$ cat src/rtl/decode_issue_stage.sv
// Decode/issue stage: ARM-style control decode, 16-entry register file, RAW hazard stall.
// Optional same-cycle write-through on the register read ports: DECODE_WB_BYPASS_EN.
module decode_issue_stage #(
  parameter int DATA_W  = 32,
  parameter int NUM_FWD = 2
) (
  input  logic                 clk,
  input  logic                 rst,
  input  logic [31:0]          instr_in,
  input  logic                 instr_valid,
  output logic                 instr_ready,
  input  logic                 flush,
  input  logic [3:0]           sr,
  input  logic                 wb_en_in,
  input  logic [3:0]           wb_dest,
  input  logic [DATA_W-1:0]    wb_result,
  input  logic [NUM_FWD-1:0]   haz_wb_en,
  input  logic [4*NUM_FWD-1:0] haz_dest,
  output logic                 out_valid,
  output logic                 wb_en,
  output logic                 mem_r_en,
  output logic                 mem_w_en,
  output logic                 b,
  output logic                 s,
  output logic [3:0]           exe_cmd,
  output logic [DATA_W-1:0]    val_rn,
  output logic [DATA_W-1:0]    val_rm,
  output logic                 imm,
  output logic [11:0]          shift_operand,
  output logic [23:0]          signed_imm_24,
  output logic [3:0]           dest,
  output logic                 hazard,
  output logic [15:0]          stall_cnt
);

  logic [3:0]        cond, opcode, src1, src2;
  logic [1:0]        mode;
  logic              s_bit, two_src, cond_pass, haz_hit;
  logic [3:0]        dec_exe;
  logic              dec_wb, dec_mr, dec_mw, dec_b, dec_s;
  logic [DATA_W-1:0] regs [16];
  logic [DATA_W-1:0] rd_rn, rd_rm;

  assign cond   = instr_in[31:28];
  assign mode   = instr_in[27:26];
  assign opcode = instr_in[24:21];
  assign s_bit  = instr_in[20];

  always_comb begin
    dec_exe = 4'b0000;
    dec_wb  = 1'b0;
    dec_mr  = 1'b0;
    dec_mw  = 1'b0;
    dec_b   = 1'b0;
    dec_s   = 1'b0;
    case (mode)
      2'b00: begin
        dec_s = s_bit;
        case (opcode)
          4'b1101: begin dec_exe = 4'b0001; dec_wb = 1'b1; end // MOV
          4'b1111: begin dec_exe = 4'b1001; dec_wb = 1'b1; end // MVN
          4'b0100: begin dec_exe = 4'b0010; dec_wb = 1'b1; end // ADD
          4'b0101: begin dec_exe = 4'b0011; dec_wb = 1'b1; end // ADC
          4'b0010: begin dec_exe = 4'b0100; dec_wb = 1'b1; end // SUB
          4'b0110: begin dec_exe = 4'b0101; dec_wb = 1'b1; end // SBC
          4'b0000: begin dec_exe = 4'b0110; dec_wb = 1'b1; end // AND
          4'b1100: begin dec_exe = 4'b0111; dec_wb = 1'b1; end // ORR
          4'b0001: begin dec_exe = 4'b1000; dec_wb = 1'b1; end // EOR
          4'b1010: dec_exe = 4'b0100;                          // CMP
          4'b1000: dec_exe = 4'b0110;                          // TST
          default: dec_exe = 4'b0000;
        endcase
      end
      2'b01: begin
        dec_exe = 4'b0010;
        dec_s   = s_bit;
        if (s_bit) begin
          dec_mr = 1'b1;
          dec_wb = 1'b1;
        end else begin
          dec_mw = 1'b1;
        end
      end
      2'b10:   dec_b = 1'b1;
      default: dec_b = 1'b0;
    endcase
  end

  // sr = {N, Z, C, V}
  always_comb begin
    case (cond)
      4'b0000: cond_pass = sr[2];
      4'b0001: cond_pass = ~sr[2];
      4'b0010: cond_pass = sr[1];
      4'b0011: cond_pass = ~sr[1];
      4'b0100: cond_pass = sr[3];
      4'b0101: cond_pass = ~sr[3];
      4'b0110: cond_pass = sr[0];
      4'b0111: cond_pass = ~sr[0];
      4'b1000: cond_pass = sr[1] & ~sr[2];
      4'b1001: cond_pass = ~sr[1] | sr[2];
      4'b1010: cond_pass = (sr[3] == sr[0]);
      4'b1011: cond_pass = (sr[3] != sr[0]);
      4'b1100: cond_pass = ~sr[2] & (sr[3] == sr[0]);
      4'b1101: cond_pass = sr[2] | (sr[3] != sr[0]);
      4'b1110: cond_pass = 1'b1;
      default: cond_pass = 1'b0;
    endcase
  end

  // Stores read Rd as the data operand, so it takes the second read port.
  assign src1    = instr_in[19:16];
  assign src2    = dec_mw ? instr_in[15:12] : instr_in[3:0];
  assign two_src = ~instr_in[25] | dec_mw;

  always_comb begin
    haz_hit = 1'b0;
    for (int k = 0; k < NUM_FWD; k++) begin
      if (haz_wb_en[k] && ((haz_dest[4*k +: 4] == src1) ||
                           (two_src && (haz_dest[4*k +: 4] == src2))))
        haz_hit = 1'b1;
    end
  end

  assign hazard      = instr_valid & ~flush & haz_hit;
  assign instr_ready = ~hazard | flush;

`ifdef DECODE_WB_BYPASS_EN
  assign rd_rn = (wb_en_in && (wb_dest == src1)) ? wb_result : regs[src1];
  assign rd_rm = (wb_en_in && (wb_dest == src2)) ? wb_result : regs[src2];
`else
  assign rd_rn = regs[src1];
  assign rd_rm = regs[src2];
`endif

  always_ff @(posedge clk) begin
    if (!rst) begin
      for (int i = 0; i < 16; i++) regs[i] <= '0;
    end else if (wb_en_in) begin
      regs[wb_dest] <= wb_result;
    end
  end

  always_ff @(posedge clk) begin
    if (!rst) begin
      out_valid     <= 1'b0;
      wb_en         <= 1'b0;
      mem_r_en      <= 1'b0;
      mem_w_en      <= 1'b0;
      b             <= 1'b0;
      s             <= 1'b0;
      exe_cmd       <= 4'b0000;
      val_rn        <= '0;
      val_rm        <= '0;
      imm           <= 1'b0;
      shift_operand <= 12'h000;
      signed_imm_24 <= 24'h000000;
      dest          <= 4'h0;
      stall_cnt     <= 16'h0000;
    end else begin
      // Flush, bubble and idle all clear controls; data outputs hold.
      out_valid <= 1'b0;
      wb_en     <= 1'b0;
      mem_r_en  <= 1'b0;
      mem_w_en  <= 1'b0;
      b         <= 1'b0;
      s         <= 1'b0;
      exe_cmd   <= 4'b0000;
      if (!flush && !hazard && instr_valid) begin
        out_valid     <= 1'b1;
        val_rn        <= rd_rn;
        val_rm        <= rd_rm;
        imm           <= instr_in[25];
        shift_operand <= instr_in[11:0];
        signed_imm_24 <= instr_in[23:0];
        dest          <= instr_in[15:12];
        if (cond_pass) begin
          wb_en    <= dec_wb;
          mem_r_en <= dec_mr;
          mem_w_en <= dec_mw;
          b        <= dec_b;
          s        <= dec_s;
          exe_cmd  <= dec_exe;
        end
      end
      if (hazard && (stall_cnt != 16'hFFFF))
        stall_cnt <= stall_cnt + 16'h0001;
    end
  end

endmodule
$ cat config.mk
export PLATFORM = sky130hd
export DESIGN_NAME = decode_issue_stage
export DESIGN_NICKNAME = d
export VERILOG_FILES = /design/src/rtl/decode_issue_stage.sv
export SDC_FILE = /design/constraint.sdc
export NUM_CORES = 1
export LEC_CHECK = 0
export ABC_AREA = 0
export CORE_MARGIN = 2
export CORE_UTILIZATION = 33
export DETAILED_ROUTE_END_ITERATION = 12
export GPL_TIMING_DRIVEN = 0
export PLACE_DENSITY = 0.53
export SETUP_SLACK_MARGIN = 0.05
export SYNTH_ARGS = -nofsm -noshare
export SYNTH_HDL_FRONTEND = slang
export SYNTH_SLANG_ARGS = --single-unit
$ cat constraint.sdc
create_clock -name clk -period 10.91 [get_ports clk]
set_clock_uncertainty 0.1 [all_clocks]
set_input_delay 1.091 -clock clk [delete_from_list [all_inputs] [get_ports clk]]
set_output_delay 1.091 -clock clk [all_outputs]
set_load 0.005 [all_outputs]
Yosys cells after proc, flatten, opt, wreduce, memory -nomap -nowiden
Memories as Yosys holds them, arrays and structs flattened. A register that Yosys moved wholly into a read port is not among the register bits.
Cells that the tools add are included.
Widths: inputs -> output; s select.
{"block": "classes", "add_sub_neg": 1, "n_eq_ne": 33, "mux": 20, "bitwise_logic": 15, "reduce_logical": 24}
{"op": "$eq 4x4->1 const B", "n": 12}
{"op": "$pmux 4 s9", "n": 1}
{"op": "$mux 32", "n": 1}
{"op": "$reduce_or 32->1", "n": 1}
{"op": "$eq 4x3->1 const B", "n": 7}
{"op": "$add 16x1->16 const B", "n": 1}
{"op": "$eq 4x4->1", "n": 4}
{"op": "$ne 16x16->1 const B", "n": 1}
{"op": "$pmux 1 s15", "n": 1}
{"op": "$mux 1", "n": 13}
{"op": "$eq 4x2->1 const B", "n": 3}
{"op": "$reduce_or 9->1", "n": 1}
{"op": "$eq 4x1->1 const B", "n": 2}
{"op": "$logic_not 4->1", "n": 2}
{"op": "$mux 4", "n": 2}
{"op": "$pmux 4 s2", "n": 1}
{"op": "$reduce_and 4->1", "n": 2}
{"op": "$logic_and 1x1->1", "n": 7}
{"op": "$not 1->1", "n": 7}
{"op": "$reduce_or 2->1", "n": 3}
{"op": "$and 1x1->1", "n": 4}
{"op": "$logic_not 1->1", "n": 4}
{"op": "$or 1x1->1", "n": 4}
{"op": "$reduce_and 3->1", "n": 1}
{"op": "other kinds (7)", "n": 8}
{"block": "totals", "ff_bits": 67, "ramBits": 512, "in_bits": 87, "wordCells": 106, "mem_count": 1}
{"memory": "regs", "depth": 16, "word_bits": 32, "read_ports": 2, "rd_ports_with_merged_regs": 2, "write_ports": 16, "line": "41", "text": "logic [DATA_W-1:0] regs [16];"}

Depth between registers and ports, before layout
{"block": "depth", "ltp_word": 14, "depth_mapped": 13, "ltp_nobuf": 8}

Worst setup path before layout
Ideal clock, no wire load.
{"block": "synth_timing", "path_kind": "input -> register", "from": "input port wb_dest[3]", "to": "memory regs[2][0], enable pin", "arrival_ns": 3.912, "t_required_ns": 10.344, "setup_slack_ns": 6.432, "cell_stages": 3, "n_path_buf": 1, "cell_sequence": "or3_1 > clkbuf_1 > o21ai_0"}
{"item": "start, declared", "line": "15", "text": "input logic [3:0] wb_dest,"}
{"item": "end, declared", "line": "41"}

Final worst setup path
{"block": "layout_timing", "from": "input port instr_in[20]", "to": "output port instr_ready"}
{"block": "layout_via", "elab_chain_len": 12, "word_cells_on_any_way": 17, "cone_classes": "eq/ne: 2; mux: 5; bitwise: 4; reduce/logical: 6"}
{"item": "start, declared", "line": "9", "text": "input logic [31:0] instr_in,"}
{"item": "$mux 1 (*)", "line": "77", "text": "if (s_bit) begin"}
{"item": "$mux 1 (*)", "line": "56", "text": "case (mode)"}
{"item": "$mux 4", "line": "113", "text": "assign src2 = dec_mw ? instr_in[15:12] : instr_in[3:0];"}
{"item": "$eq 4x4->1", "line": "120", "text": "(two_src && (haz_dest[4*k +: 4] == src2))))"}
{"item": "$logic_and 1x1->1", "line": "120"}
{"item": "$logic_or 1x1->1", "line": "119", "text": "if (haz_wb_en[k] && ((haz_dest[4*k +: 4] == src1) ||"}
{"item": "$logic_and 1x1->1", "line": "119"}
{"item": "$mux 1", "line": "119"}
{"item": "$mux 1 (*)", "line": "119"}
{"item": "$and 1x1->1 (*)", "line": "125", "text": "assign hazard = instr_valid & ~flush & haz_hit;"}
{"item": "$not 1->1 (*)", "line": "126", "text": "assign instr_ready = ~hazard | flush;"}
{"item": "$or 1x1->1 (*)", "line": "126"}
{"item": "end, declared", "line": "11", "text": "output logic instr_ready,"}
Every way passes the cells marked *; elsewhere a longest branch is shown, timed or not.

==> results by group <==
Outcome
  • Status: complete, no violations

Critical path
  • CP dominant cell by count: clkdlybuf4s50_1
  • WP data arrival: around 4.3 ns
  • Crit-path slowest cell: clkdlybuf4s50_1
  • CP required: around 9.7 ns
  • Setup Crit Path Kind: in -> out
  • CP endpoint kind: output pin
  • Largest fanout on the critical path: 10
  • Startpoint Class: input port
  • Worst stage delay on the critical path: 0.54 ns
  • Worst path cell trace: clkdlybuf4s50_1 -> or3b_1 -> buf_6 -> mux2i_1 -> a22o_1 -> o31ai_2 -> nand2_1 -> a21oi_1 -> inv_1 -> clkdlybuf4s50_1

Drt
  • DR iter-0 viols: about 2800
  • Routed vias: around 24000
  • Post-detailed-route wirelength per cell: 28.5 um
  • DRC viols: 0
  • Final WL: around 130 mm
  • DRT Pass-1 Iters: 5
  • ANT nets after route: 0
  • Drt via density: around 5.5

Global routing
  • GRT busiest layer: met2
  • Met2 usage: 40.4%
  • Largest net degree at the start of global routing: 33
  • Met3 Use GR: 6.58%
  • First-pass GRT wire length: around 180 mm
  • Number of global-route vias before repair: around 24000
  • GRT Total Usage: 25.2%
  • Congestion Overflow GR: 0
  • Initial antenna violation count: 4
  • M1 GR Usage: roughly a third

STA
  • RSZ-0062 raised after global routing: no
  • Worst-Margin Slew: ~1.4 ns
  • Final hold vios: 0
  • Relative slew slack: 3.59%
  • Setup TNS: 0 ns
  • Share of the clock period used by the worst path: approximately half
  • Final setup violation count: 0
  • Min Tclk post-route: approximately 5.5 ns
  • Maximum clock frequency: about 0.18 GHz
  • Max-slew violation count: 0
  • Worst Hold Slack: 0.350 ns

CTS
  • Worst-Skew Late Latency: 0.64 ns
  • H-tree Lvls: 3
  • Post-CTS Hold Buffers: 0
  • Sink Count: between 600 and 700
  • Clock buffer count from CTS: 74
  • Post-CTS setup buffers: 0
  • CTS tree: yes
  • Clk pin slew, worst setup/hold paths: around 0.060 ns
  • Clock Path Buffers: 3
  • Cts repair resizes: 0
  • Root buf cell: clkbuf_16

Yosys
  • Post-synth ARST share: 0%
  • Predominant post-synthesis flop cell: edfxtp_1
  • Synthesized area per cell: 11.4 um^2
  • Seq/Total Area, Yosys: 55.3%
  • Post-Syn Nets: between 2000 and 3000
  • Synthesis-stage register bit count: 627
  • Post-synth EDFFs: approximately 500
  • Post-Syn Instances: about 2800
  • Ys Warns: 0
  • Cell variety after synth: 62
  • Post-Syn Area: between 0.03 and 0.04 mm^2

Power
  • Pleak: between 10 and 15 nW
  • Logic pwr share: between 10 and 15%
  • Switching pwr: between 1.5 and 2 mW
  • PD cells: roughly 160 mW/mm^2
  • Clock share of power: 41.4%
  • Seq pwr share: 44.9%
  • Pint: roughly 4.6 mW
  • Switch share: about a quarter
  • VDD IR max: around 0.00010 V

Die
  • Initial core utilization: around 33%
  • Io pins: between 200 and 250
  • Chip Height: between 300 and 400 um
  • Core Area: 0.0963 mm^2
  • Die span in x: ~320 um
  • Rows: about 110
  • Die area: about 0.099 mm^2

Final layout
  • Finished layout cell area: a little under 0.04 mm^2
  • Layout cell share with drive strength beyond 1: a little over a tenth
  • Commonest non-fill, non-tap cells in the layout: nand2_1, and2_1, edfxtp_1, clkbuf_1, clkdlybuf4s50_1
  • Fin nets: about 3200
  • Area grow syn2layout: 21.5%
  • Final core utilization: between 40% and 50%
  • Most common cell after layout, fill and taps aside: nand2_1

Job
  • Max_cap viols: 0

Place
  • GPL Wtd Cong: between 0.8 and 0.9
  • DP Wirelength: between 80 and 90 mm
  • # port buffers: 210
  • Placed instance area: 0.0363 mm^2

Hold path
  • Hold crit path type: reg -> reg
==> critical path: cells and delay by family <==
kind	cells	cell delay, ns
buffers and inverters	4	1.34
multiplexers	1	0.23
AND/OR/NAND/NOR	2	0.57
AO/OA/AOI/OAI	3	1.04
==> layout make-up <==
cell class	count	area [um^2]
Timing Repair Buffer	232	2620
Fill cell	9221	57500
Sequential cell	627	17700
Tap cell	1276	1600
Multi-Input combinational cell	1905	13400
Buffer	255	1050
Clock buffer	114	2210
Clock inverter	23	272
Antenna cell	3	7.51
Inverter	7	26.3
==> through the flow <==
step | total power, mW | cells | worst slack (ns)
after floorplan | 3.26 | 2794 | 6.43
after global placement | 3.66 | 4280 | 2.15
final | 6.22 | 4442 | 5.44
after global routing | 6.39 | 4439 | 5.36
after CTS | 6.23 | 4439 | 5.50
after detailed placement | 3.68 | 4302 | 5.22
==> Yosys cell counts (4+ instances only) <==
cell type    n  area [um^2]
nand4_1      5         31.3
a21oi_1    146          731
and2_1     514         3220
nor3_1       8         40.0
or3_1        8         50.1
a32oi_1     62          543
a31oi_1     32          200
nand2_1    585         2200
a2111oi_0    4         35.0
buf_1       21         78.8
inv_1        6         22.5
edfxtp_1   512        15400
nand2b_1    11         68.8
buf_4       17          128
mux2_2       4         45.0
clkbuf_1   210          788
xnor2_1     14          123
buf_2        4         20.0
mux4_2     160         3600
dfxtp_1    115         2300
or4_1        4         30.0
nand3_1    166          831
nor2_1      30          113
nor2b_1     10         62.6
o21ai_0     21          105
and3_1       5         31.3
mux2i_1     65          651
o31ai_1      4         30.0
==> routing by layer <==
layer | share of wire, % | up-vias | routed length [um]
met4 | 3.8 | 4 | 4780
met2 | 46 | 1274 | 58100
met5 | 0.018 | - | 23
met1 | 40 | 12187 | 50800
li1 | - | 10663 | -
met3 | 10 | 255 | 12900
==> state kept, by name, summed over array words and instances (netlist names) <==
signal	count
regs	512
val_rm	32
s	1
out_valid	1
mem_w_en	1
stall_cnt	16
shift_operand	11
b	1
mem_r_en	1
wb_en	1
imm	1
val_rn	32
exe_cmd	4
signed_imm_24	13
==> worst paths after layout <==
path         cells after the start                       from                        end  slack [ns]
max                             10               instr_in[20]                instr_ready        5.44
min                              2    val_rm[23]$_SDFFE_PN0N_    val_rm[23]$_SDFFE_PN0N_        0.35
max reg2reg                     10  stall_cnt[4]$_SDFFE_PN0P_  stall_cnt[6]$_SDFFE_PN0P_        8.08
min reg2reg                      2    val_rm[23]$_SDFFE_PN0N_    val_rm[23]$_SDFFE_PN0N_        0.35
==> power by group through the flow <==
stage	Sequential [mW]	Combinational [mW]	Clock, mW
2_1_floorplan	2.83	0.430	0
3_3_place_gp	2.86	0.807	0
3_5_place_dp	2.84	0.840	0
4_1_cts	2.79	0.842	2.60
5_1_grt	2.81	0.893	2.69
6_report	2.79	0.852	2.58
==> cells by family after synthesis <==
family,share of synthesized area [%]
compound gates,5.96
xor+xnor,0.466
fa+ha+maj,0.0392
buf+inv,3.36
flops,55.3
mux,13.5
simple gates,21.3
Power figures use the tool's default switching activity.
